**src/rtl/mult_share_arbiter.sv**
```systemverilog
// Round-robin arbiter in front of one shared unsigned OP_W x OP_W multiplier.
// Two-stage pipe (operand reg, product reg); each result is tagged with its requester ID.
module mult_share_arbiter #(
  parameter int NUM_REQ = 4,
  parameter int ID_W    = 2,
  parameter int OP_W    = 8
) (
  input  logic                    clk,
  input  logic                    rst,
  input  logic [NUM_REQ-1:0]      req_valid,
  output logic [NUM_REQ-1:0]      req_ready,
  input  logic [NUM_REQ*OP_W-1:0] req_a,
  input  logic [NUM_REQ*OP_W-1:0] req_b,
  output logic                    resp_valid,
  input  logic                    resp_ready,
  output logic [ID_W-1:0]         resp_id,
  output logic [2*OP_W-1:0]       resp_product,
  output logic                    busy
);

  logic [ID_W-1:0]   ptr_q, ptr_d;
  logic              s1_valid_q, s2_valid_q;
  logic [OP_W-1:0]   s1_a_q, s1_b_q;
  logic [ID_W-1:0]   s1_id_q, s2_id_q;
  logic [2*OP_W-1:0] s2_product_q, s2_product_d;

  logic              en;
  logic              found;
  logic              xfer;
  logic [ID_W-1:0]   win;
  logic [ID_W-1:0]   idx;
  logic [OP_W-1:0]   sel_a, sel_b;

  // The whole pipe moves only when the output slot is empty or being consumed.
  assign en = !s2_valid_q || resp_ready;

  always_comb begin
    found = 1'b0;
    win   = ptr_q;
    idx   = '0;
    for (int k = 0; k < NUM_REQ; k++) begin
      idx = ptr_q + ID_W'(k);
      if (!found && req_valid[idx]) begin
        found = 1'b1;
        win   = idx;
      end
    end
  end

  assign xfer  = found && en && !rst;
  assign sel_a = req_a[win*OP_W +: OP_W];
  assign sel_b = req_b[win*OP_W +: OP_W];
  assign ptr_d = xfer ? win + ID_W'(1) : ptr_q;

  always_comb begin
    req_ready = '0;
    if (xfer) begin
      req_ready[win] = 1'b1;
    end
  end

  assign s2_product_d = (2*OP_W)'(s1_a_q) * (2*OP_W)'(s1_b_q);

  always_ff @(posedge clk) begin
    if (rst) begin
      ptr_q        <= '0;
      s1_valid_q   <= 1'b0;
      s1_a_q       <= '0;
      s1_b_q       <= '0;
      s1_id_q      <= '0;
      s2_valid_q   <= 1'b0;
      s2_id_q      <= '0;
      s2_product_q <= '0;
    end else if (en) begin
      ptr_q      <= ptr_d;
      s1_valid_q <= xfer;
      if (xfer) begin
        s1_a_q  <= sel_a;
        s1_b_q  <= sel_b;
        s1_id_q <= win;
      end
      s2_valid_q   <= s1_valid_q;
      s2_id_q      <= s1_id_q;
      s2_product_q <= s2_product_d;
    end
  end

  assign resp_valid   = s2_valid_q;
  assign resp_id      = s2_id_q;
  assign resp_product = s2_product_q;
  assign busy         = s1_valid_q || s2_valid_q;

endmodule

```
**config.mk**
```make
export PLATFORM = sky130hd
export DESIGN_NAME = mult_share_arbiter
export DESIGN_NICKNAME = d
export VERILOG_FILES = /design/src/rtl/mult_share_arbiter.sv
export SDC_FILE = /design/constraint.sdc
export NUM_CORES = 1
export LEC_CHECK = 0
export CAP_MARGIN = 20
export CORE_ASPECT_RATIO = 1.5
export CORE_UTILIZATION = 47
export CTS_CLUSTER_SIZE = 14
export DETAILED_ROUTE_END_ITERATION = 6
export PLACE_DENSITY = 0.86
export SLEW_MARGIN = 20
export SYNTH_ARGS = -nofsm -noshare
export SYNTH_HDL_FRONTEND = slang
export SYNTH_SLANG_ARGS = --single-unit
```
**constraint.sdc**
```tcl
create_clock -name clk -period 3.9 [get_ports clk]
set_clock_uncertainty 0.15 [all_clocks]
set_input_delay 0.39 -clock clk [delete_from_list [all_inputs] [get_ports clk]]
set_output_delay 0.39 -clock clk [all_outputs]
set_load 0.02 [all_outputs]
```
After elaboration in Yosys (flattened, before gate mapping)
Index checks and enable logic that the tools add are counted.

Register bits after elaboration: 40. Latch bits: 0. RAM bits: 0. Memory bits (read-only): 0. Input port bits: 71. Word-level logic and storage cells: 53. Memories kept: 0.

$add $sub $neg: 4. $mul: 1. Divide/modulo/power cells: 0. $lt $le $gt $ge: 6. Eq/ne operators: 0. Shifts and indexed selects: 2. Multiplexer cells: 18. Bitwise operators: 0. Reductions and logical operators: 14.

Operator list (count): $shiftx A32 B6 Y8 (2); $mul A8 B8 Y16 (1); $lt A2 B3 Y1 const B (5); $mux W1 (9); $bmux W1 S2 (4); $logic_and A1 B1 Y1 (6); $mux W2 (3); $logic_not A1 Y1 (5); $add A2 B1 Y2 const B (2); $add A2 B2 Y2 const B (2); $mux W4 (1); $demux W1 S2 (1); $ge A2 B1 Y1 const B (1); $logic_or A1 B1 Y1 (2); $reduce_and A2 Y1 (1).

Depth between registers and ports, before layout
Gate-level depths: netlist of run 1.

Depth in word-level cells: 17. Gate-level depth with buffers: 16. Gate-level depth less buffers: 15.

Least setup slack after synthesis of run 1
Ideal clock, no wire load.

Kind: reg-to-reg. From: register s1_b_q[7]. To: register s2_product_q[15], in the netlist resp_product[15]. Arrival: 4110 ps. Data required time: 3647 ps. Path slack: -463 ps. Cell stages (with the launch flop): 15. Buffers on the path: 1. Period minus slack after synthesis: 4363 ps. Cell sequence: dfxtp_1 -> clkbuf_1 -> and2_1 -> fa_1 -> fa_1 -> fa_1 -> inv_1 -> fa_1 -> inv_1 -> ha_1 -> or2_0 -> a211oi_1 -> a21oi_1 -> nand2b_1 -> a2111oi_2.

Cells in the longest elaborated chain, start to end: 1.

RTL lines: start: declaration (line 23) `logic [OP_W-1:0] s1_a_q, s1_b_q;`; start signal: assignment (line 79) `s1_b_q <= sel_b;`; $mul A8 B8 Y16 (line 62) `assign s2_product_d = (2*OP_W)'(s1_a_q) * (2*OP_W)'(s1_b_q);`; end signal: assignment (line 84) `s2_product_q <= s2_product_d;`; end: declaration (line 25) `logic [2*OP_W-1:0] s2_product_q, s2_product_d;`.

Every way passes these cells. A chain may end at the register's enable or synchronous reset.

Worst setup path after layout of run 1
From: register s1_a_q[5]. To: register s2_product_q[15], in the netlist resp_product[15].

Cells in the longest elaborated chain, start to end: 1.

RTL lines: start: declaration (line 23); start signal: assignment (line 78) `s1_a_q <= sel_a;`; $mul A8 B8 Y16 (line 62).

Every way passes these cells.

==> results of run 1 <==
placed cells by master (no fill, tap or decap), types with 3 or more instances in the layout:
cell type,count
clkdlybuf4s50_1,94
nand2_1,59
inv_1,47
buf_4,46
and2_1,33
fa_1,33
mux2i_1,32
ha_1,32
dfxtp_1,27
nor2_1,19
o221ai_1,15
a21oi_1,13
and2_4,10
dfxtp_4,10
inv_2,9
ha_4,8
a21o_1,6
a211oi_1,6
clkbuf_16,5
nand3_1,4
nor2b_1,4
nand2_2,4
and3_1,4
a21oi_2,4
o21ai_0,4
a211oi_2,3
o21ai_1,3
xor2_1,3
nor3_1,3
nand3b_1,3
fa_2,3
dfxtp_2,3
worst reg2reg max path: cells and delay by family, from the launching register on:
family / cells / cell delay [ps]
compound gates: 3 / 640
fa+ha+maj: 5 / 2070
buf+inv: 3 / 330
flops: 1 / 370
simple gates: 3 / 500
metal layers:
layer	up-vias	part of all wire (%)
li1	1822	-
met1	1804	37
met2	131	56
met3	28	3.8
met4	0	3.3
met5	-	0
repair_timing:
item                       CTS  global route
setup endpoints to repair    9             9
resized for setup           35            31
buffers inserted             4             3
pin swaps                   17            29
sequential cells by signal, indices dropped and copies added, names as in the netlist:
| register | count |
|---|---|
| s1_a_q | 8 |
| resp_valid | 1 |
| resp_product | 16 |
| s1_id_q | 2 |
| ptr_q | 2 |
| s1_b_q | 8 |
| resp_id | 2 |
| s1_valid_q | 1 |
worst paths after layout:
| kind | start | to | slack [ps] | depth (start not counted) |
|---|---|---|---|---|
| min | s1_id_q[1] | s1_id_q[1] | 300 | 2 |
| max | s1_a_q[5] | resp_product[15] | -260 | 14 |
| max reg2reg | s1_a_q[5] | resp_product[15] | -260 | 14 |
| min reg2reg | s1_id_q[1] | s1_id_q[1] | 300 | 2 |
area by class of cell:
class	count	area (sq um)	share of cell area, %
clock buffers	7	153	2.59
inverters	56	210	3.57
multi-input cells	351	3260	55.3
flip-flops and latches	40	842	14.3
well taps	107	134	2.27
repair buffers	141	1300	22.0
metrics by stage:
stage	area (sq um)	setup slack (ps)
detailed placement	5490	-328
finish	5900	-256
floorplan	4270	-82.0
CTS	5750	-218
global route	5900	-353
global placement	5490	-227
power groups by stage:
stage	clock network, mW	registers, mW	logic [mW]
after floorplan	0	0.643	0.905
after global placement	0	0.609	1.34
after detailed placement	0	0.613	1.39
after CTS	0.436	0.615	1.45
after global routing	0.450	0.638	1.74
final	0.433	0.625	1.60
logic make-up (layout without fill, tap and decap cells):
family | after synthesis | in the layout | synth area share [%]
flip-flops | 40 | 40 | 19.5
multiplexers | 32 | 32 | 7.78
XOR/XNOR | 5 | 5 | 1.06
buffers and inverters | 75 | 204 | 8.36
adder cells (fa/ha/maj) | 76 | 76 | 29.7
AO/OA/AOI/OAI | 77 | 77 | 13.8
AND/OR/NAND/NOR | 161 | 161 | 19.8
==> results.yml, run 1 <==
worst_setup_path:
  path_buf_inv: 3
  path_delay_family: "adder cells"
  path_class: "flop to flop"
  critPathArrivalTime_ps: 4190
  critPathRequiredTime_ps: 3940
  crit_path_start_kind: "flop"
  endpoint_kind: "flop"
  worstPathCellList: "buf_4 > buf_4 > nand2_1 > fa_1 > fa_1 > inv_1 > fa_1 > ha_1 > ha_4 > or2_4 > a31oi_4 > o21bai_1 > nor3b_1 > a2111oi_4"
  cp_common_cell: "fa_1"
  slowest_delay_ps: 560
  critPathMaxFanout: 5
  slowest_stage: "fa_1"
cts:
  worstSkewPairLatency_ps: 290
  cts.sinks: 40
  path_clk_slew_ps: 60
  cts_hold_buffers: 0
  cts_tree: "built"
  htreeDepth: 2
  clockBufferDepth: 2
  clockRootBuffer: "clkbuf_16"
  numCtsBuffers: 5
floorplanning:
  coreArea_sq_mm: 0.00846
  die_area_sq_mm: 0.00914
  rows: 41
  io_pins: 95
  die_w_um: 78.4
  dieHeight_um: 117
  start_util_pct: 48.6
cells_and_area:
  final_cells: 702
  drive_gt1_share_pct: 21.8
  finish.utilization_pct: 69.7
  area_growth_pct: 43.2
  nNetsFinal: 742
  fillers: 619
  diodes: 0
synth:
  synth-main-ff-cell: "dfxtp_1"
  synth_warnings: 0
  synth_cell_types: 57
  synth.most_common_cell: "nand2_1"
  synth-edff-count: 0
  syn_inst: 466
  yosysTopAreaCellShare_pct: 19.5
  yosysSeqAreaShare_pct: 19.5
  netlist_top_cells_count: "61 x nand2_1, 56 x inv_1, 43 x and2_1"
  ys_ff_latch: 40
  netlist_area_sq_mm: 0.00412
  synth.avg_cell_area_sq_um: 8.83
  synth_nets: 613
  synthArstFlopShare_pct: 0
  ys_top_cells_by_area: "dfxtp_1 19%, fa_1 18%, ha_1 12%"
  yosysTopAreaCell: "dfxtp_1"
sta:
  period_share_pct: 107
  period_needed_ps: 4160
  finalSetupViolCount: 9
  setup_ws_ps: -256
  drv_slew: 0
  clock.fmax_ghz: 0.241
  finalHoldViolations: 0
  hold_ws_ps: 301
  finalSetupTns_ps: -1270
  tightest_slew_ps: 860
  slew_headroom_pct: 42.7
  rsz0062_at_grt: "yes"
drt:
  drc: 0
  via_per_inst: 5.39
  avgRoutedWirePerCell_um: 15.6
  drt-initial-drc-count: 122
  ant_nets: 0
  vias: 3785
  wirelength_mm: 10.9
  first_pass_iters: 4
global_route:
  grtUsageMet1_pct: 24.3
  grt_pass1_wl_mm: 17.3
  antenna_found_initial: 0
  gr-usage-met2_pct: 48.0
  grt_max_degree: 34
  grt_overflow: 0
  busiest_layer: "met2"
  grt_pass1_vias: 3968
  grt_usage_pct: 24.0
  grt_util_met3_pct: 3.13
outcome:
  violations: "negative setup slack"
  outcome: "complete, but fails checks"
power:
  switchingPower_mw: 1.06
  p_total_mw: 2.65
  leakagePower_nw: 2.69
  clkPwrFrac_pct: 16.3
  p_comb_share_pct: 60.1
  p_per_area_mw_per_mm2: 450
  irDropWorstVdd_v: 0.000235
  swShare_pct: 39.9
  intPower_mw: 1.59
  p_seq_share_pct: 23.5
placed_design:
  dp.final_hpwl_mm: 8.06
  dp_cells: 688
  io_buffers: 94
  place_congestion: 0.870
job:
  maxCapViolCount: 0
min_path:
  hp-class: "flop to flop"
No activity file was read; power rests on OpenSTA's default activity.
==> inputs of run 2 (changes only) <==
- CORE_UTILIZATION: 47 -> 59
- DONT_BUFFER_PORTS: unset -> 1
- PLACE_DENSITY: 0.86 -> 0.85
==> run 2 against run 1 <==
The flow still finishes with violations (negative setup slack). Via count is 8.6% lower. Highest routed layer unchanged. Hold slack lost 300 ps. Critical path type unchanged. Fmax decreased by 0.45%. Clock power shrank 30%.
==> results.yml, run 2 (same netlist as run 1, synthesis figures left out) <==
cells_and_area:
  diodes: 0
  largest_reg_flops: 16
  multi_input_area_sq_mm: 0.00321
  final_common_cell: "nand2_1"
  nNetsFinal: 657
  final_cell_mix: "59 x nand2_1, 51 x buf_4, 47 x inv_1"
  seq_area_sq_um: 837
  finish.utilization_pct: 73.7
  drive_gt1_share_pct: 24.9
  area_growth_pct: 18.5
  fillers: 465
cts:
  htreeDepth: 2
  worstSkewPairLatency_ps: 300
  cts.sinks: 40
  cts_tree: "built"
  clockBufferDepth: 2
  path_clk_slew_ps: 80
  numCtsBuffers: 5
  clockRootBuffer: "clkbuf_8"
min_path:
  hp-class: "input pin to flop"
power:
  switchingPower_mw: 1.00
  p_comb_share_pct: 57.6
  intPower_mw: 1.31
  leakagePower_nw: 2.31
  p_per_area_mw_per_mm2: 474
  swShare_pct: 43.2
  clkPwrFrac_pct: 13.2
  irDropWorstVdd_v: 0.000334
  p_seq_share_pct: 29.2
sta:
  hold_ws_ps: 2.95
  period_needed_ps: 4170
  finalHoldViolations: 0
  finalSetupViolCount: 7
  period_share_pct: 107
  setup_ws_ps: -274
  slew_headroom_pct: 41.5
  tightest_slew_ps: 878
  clock.fmax_ghz: 0.240
  drv_slew: 0
  rsz0062_at_grt: "yes"
floorplanning:
  die_w_um: 70.2
  rows: 36
  start_util_pct: 62.2
  die_area_sq_mm: 0.00732
  dieHeight_um: 104
  io_pins: 95
  coreArea_sq_mm: 0.00662
drt:
  drt-initial-drc-count: 181
  ant_nets: 0
  via_per_inst: 5.89
  avgRoutedWirePerCell_um: 16.7
  first_pass_iters: 4
  drc: 0
  vias: 3460
  wirelength_mm: 9.79
global_route:
  grt_pass1_vias: 3501
  grt_overflow: 0
  antenna_found_initial: 0
  grt_pass1_wl_mm: 16.2
  grt_usage_pct: 27.4
  grt_max_degree: 34
placed_design:
  io_buffers: 0
  dp.final_hpwl_mm: 7.55
  dp_slack_ps: -354
  place_congestion: 0.884
worst_setup_path:
  path_class: "flop to flop"
  endpoint_kind: "flop"
  critPathArrivalTime_ps: 4280
  critPathMaxFanout: 3
  crit_path_start_kind: "flop"
  critPathRequiredTime_ps: 4000
job:
  maxCapViolCount: 0
outcome:
  outcome: "complete, but fails checks"
  violations: "negative setup slack"
## run 2: changes by cell type in the layout (fill, tap and decap cells not counted), sizes merged
cell	change
buf	+5
clkdlybuf4s50	-94
clkinvlp	+1
dlygate4sd3	+4
## run 2: critical path: stages, from the launching register on
cell	delay [ps]
dfxtp_4	360
and2_4	160
fa_1	570
fa_1	440
fa_1	500
inv_1	50
fa_1	490
inv_2	50
ha_4	230
or2_1	210
a211oi_2	300
a21oi_2	90
buf_4	150
or3_1	310
nand3_1	70
## run 2: metrics by stage
stage	TNS (ps)	instances	power [mW]	cell area [sq um]
finish	-1250	587	2.31	4880
global route	-2400	587	2.50	4880
global placement	-1150	566	1.77	4530
CTS	-1110	581	2.22	4750
floorplan	-171	466	1.55	4270
detailed placement	-1830	566	1.84	4530
## run 2: worst paths after layout
| kind | start | end | slack (ps) | cells after the start |
|---|---|---|---|---|
| worst max-delay path | s1_a_q[6] | resp_product[13] | -270 | 14 |
| worst min-delay path | rst | resp_product[5] | 3 | 1 |
| worst max register to register | s1_a_q[6] | resp_product[13] | -270 | 14 |
| worst min register to register | s1_id_q[1] | s1_id_q[1] | 310 | 2 |
## run 2: power groups by stage
stage / Combinational (mW) / Clock (mW) / Sequential, mW
6_report: 1.33 / 0.304 / 0.675
5_1_grt: 1.48 / 0.326 / 0.688
4_1_cts: 1.25 / 0.304 / 0.671
3_5_place_dp: 1.16 / 0 / 0.673
3_3_place_gp: 1.10 / 0 / 0.671
2_1_floorplan: 0.905 / 0 / 0.643
## run 2: layer usage
metal,part of all wire [%],track usage (%)
met1,39,32.7
met2,54,50.1
met3,4.4,3.88
met4,2.7,8.00
met5,0,0
## run 2: repair_timing
item	CTS	global route
endpoints found under the setup margin	9	9
pin swaps	28	19
gates resized for setup	32	22
cloned	0	0
setup buffers	6	3
hold buffers	1	3
hold endpoints to repair	4	7
## run 2: area by class of cell
| cell class | count | area share (%) |
|---|---|---|
| multi-input combinational | 351 | 65.8 |
| sequential | 40 | 17.2 |
| timing repair buffer | 56 | 8.90 |
| inverter | 56 | 4.31 |
| tap | 76 | 1.95 |
| clock buffer | 7 | 1.77 |
| clock inverter | 1 | 0.154 |
==> inputs of run 3 (changes only) <==
- CORE_UTILIZATION: 59 -> 60
- CTS_BUF_LIST: unset -> sky130_fd_sc_hd__clkbuf_4 sky130_fd_sc_hd__clkbuf_8
- PLACE_DENSITY: 0.85 -> 0.86
==> run 3 against run 2 <==
The flow still finishes with violations (negative setup slack). Flip-flop and latch count did not move. Global-route usage fell by 0.57 points. Via count rose by 2.1%. Hold slack improved by 10 ps. First-iteration DRC count fell by 3.3%. Cell area fell by 0.64%. Worst setup slack improved by 27 ps. Power fell by 0.30%. Critical path depth did not move. Sequential power rose by 0.7%. Critical path type unchanged. Largest cell class unchanged. Highest routed layer unchanged.
==> results.yml, run 3 (same netlist as run 1, synthesis figures left out) <==
power:
  leakagePower_nw: 2.32
  p_per_area_mw_per_mm2: 476
  irDropWorstVdd_v: 0.000262
  p_total_mw: 2.31
global_route:
  grt_usage_pct: 26.8
  grt_util_met3_pct: 3.39
  grtUsageMet1_pct: 28.3
  grt_pass1_vias: 3510
  antenna_found_initial: 0
  grt_max_degree: 34
  gr-usage-met2_pct: 53.5
  grt_pass1_wl_mm: 15.5
  grt_overflow: 0
  busiest_layer: "met2"
floorplanning:
  dieHeight_um: 103
  rows: 36
  io_pins: 95
  coreArea_sq_mm: 0.00658
  start_util_pct: 62.6
  die_w_um: 69.6
  die_area_sq_mm: 0.00720
sta:
  drv_slew: 0
  setup_ws_ps: -248
  finalSetupViolCount: 8
  tightest_slew_ps: 878
  rsz0062_at_grt: "yes"
  clock.fmax_ghz: 0.241
  period_share_pct: 106
  slew_headroom_pct: 41.5
  period_needed_ps: 4150
  finalHoldViolations: 0
  finalSetupTns_ps: -954
drt:
  avgRoutedWirePerCell_um: 17.1
  via_per_inst: 6.07
  first_pass_iters: 4
  ant_nets: 0
  wirelength_mm: 9.94
  drt-initial-drc-count: 175
  vias: 3533
  drc: 0
cts:
  clockBufferDepth: 2
  numCtsBuffers: 5
  cts_tree: "built"
  cts.sinks: 40
  htreeDepth: 2
  worstSkewPairLatency_ps: 290
  clockRootBuffer: "clkbuf_8"
  path_clk_slew_ps: 80
job:
  maxCapViolCount: 0
cells_and_area:
  diodes: 0
  final_cell_mix: "59 x nand2_1, 49 x buf_4, 47 x inv_1"
  finish.utilization_pct: 73.7
  largest_reg_flops: 16
  drive_gt1_share_pct: 25.1
  area_growth_pct: 17.7
  nNetsFinal: 653
  final_common_cell: "nand2_1"
worst_setup_path:
  critPathArrivalTime_ps: 4200
  endpoint_kind: "flop"
  critPathRequiredTime_ps: 3950
  crit_path_start_kind: "flop"
  critPathMaxFanout: 5
  path_class: "flop to flop"
placed_design:
  place_congestion: 0.908
  dp.final_hpwl_mm: 7.48
  dp_slack_ps: -274
  io_buffers: 0
outcome:
  outcome: "complete, but fails checks"
  violations: "negative setup slack"
min_path:
  hp-class: "input pin to flop"
run 3: changes by cell type in the layout (fill, tap and decap cells not counted), moves of 2 or more:
cell,change
dfxtp_4,+3
buf_4,-2
dlygate4sd3_1,-2
and2_4,+2
dfxtp_2,-3
and2_1,-2
run 3: what timing repair did:
action                                 in CTS  in global routing
pin swaps                                  16                 29
hold buffers                                1                  1
gates cloned                                0                  0
setup endpoints to repair                   9                  9
buffers inserted                            3                  2
resized for setup                          36                 23
endpoints found under the hold margin       1                  4
run 3: routing by layer:
metal  up-vias  share of wire (%)
met3        37                4.7
met1      1700                 37
met2       143                 55
met5         -                  0
met4         0                3.2
li1       1653                  -
run 3: final cells by class:
class | instances | area (sq um)
clock buffer | 6 | 76.3
clock inverter | 1 | 5.00
fill | 466 | 1730
inverter | 56 | 210
multi-input combinational | 351 | 3220
sequential | 40 | 845
tap | 76 | 95.1
timing repair buffer | 52 | 399
run 3: where the power goes:
group          switching, mW  leakage (nW)  internal [mW]  total, mW
logic                  0.699          1.93          0.649       1.35
registers              0.158         0.337          0.522      0.680
clock network          0.149        0.0445          0.129      0.278
total                   1.01          2.32           1.30       2.31
run 3: worst max-delay path, cell delays in order (launching register included):
cell and delay, ps:
dfxtp_4 370, buf_4 150, and2_1 160, fa_2 350
fa_1 470, fa_1 550, inv_1 50, fa_1 490
inv_2 50, ha_4 280, o21a_1 160, o31ai_2 100
a21oi_2 260, o22ai_2 130, a2111oi_4 320
run 3: path summary, 6_finish.rpt:
kind	startpoint	slack (ps)	cells past startpoint	to
setup / recovery	s1_b_q[2]	-250	14	resp_product[15]
hold / removal	rst	10	1	resp_product[6]
setup reg to reg	s1_b_q[2]	-250	14	resp_product[15]
hold reg to reg	s1_id_q[1]	310	2	s1_id_q[1]
run 3: metrics by stage:
step	cell area (sq um)	instances	hold slack, ps
floorplan	4270	466	273
global placement	4540	568	297
detailed placement	4540	568	293
CTS	4760	579	0.189
global route	4850	582	0.0704
finish	4850	582	13.1
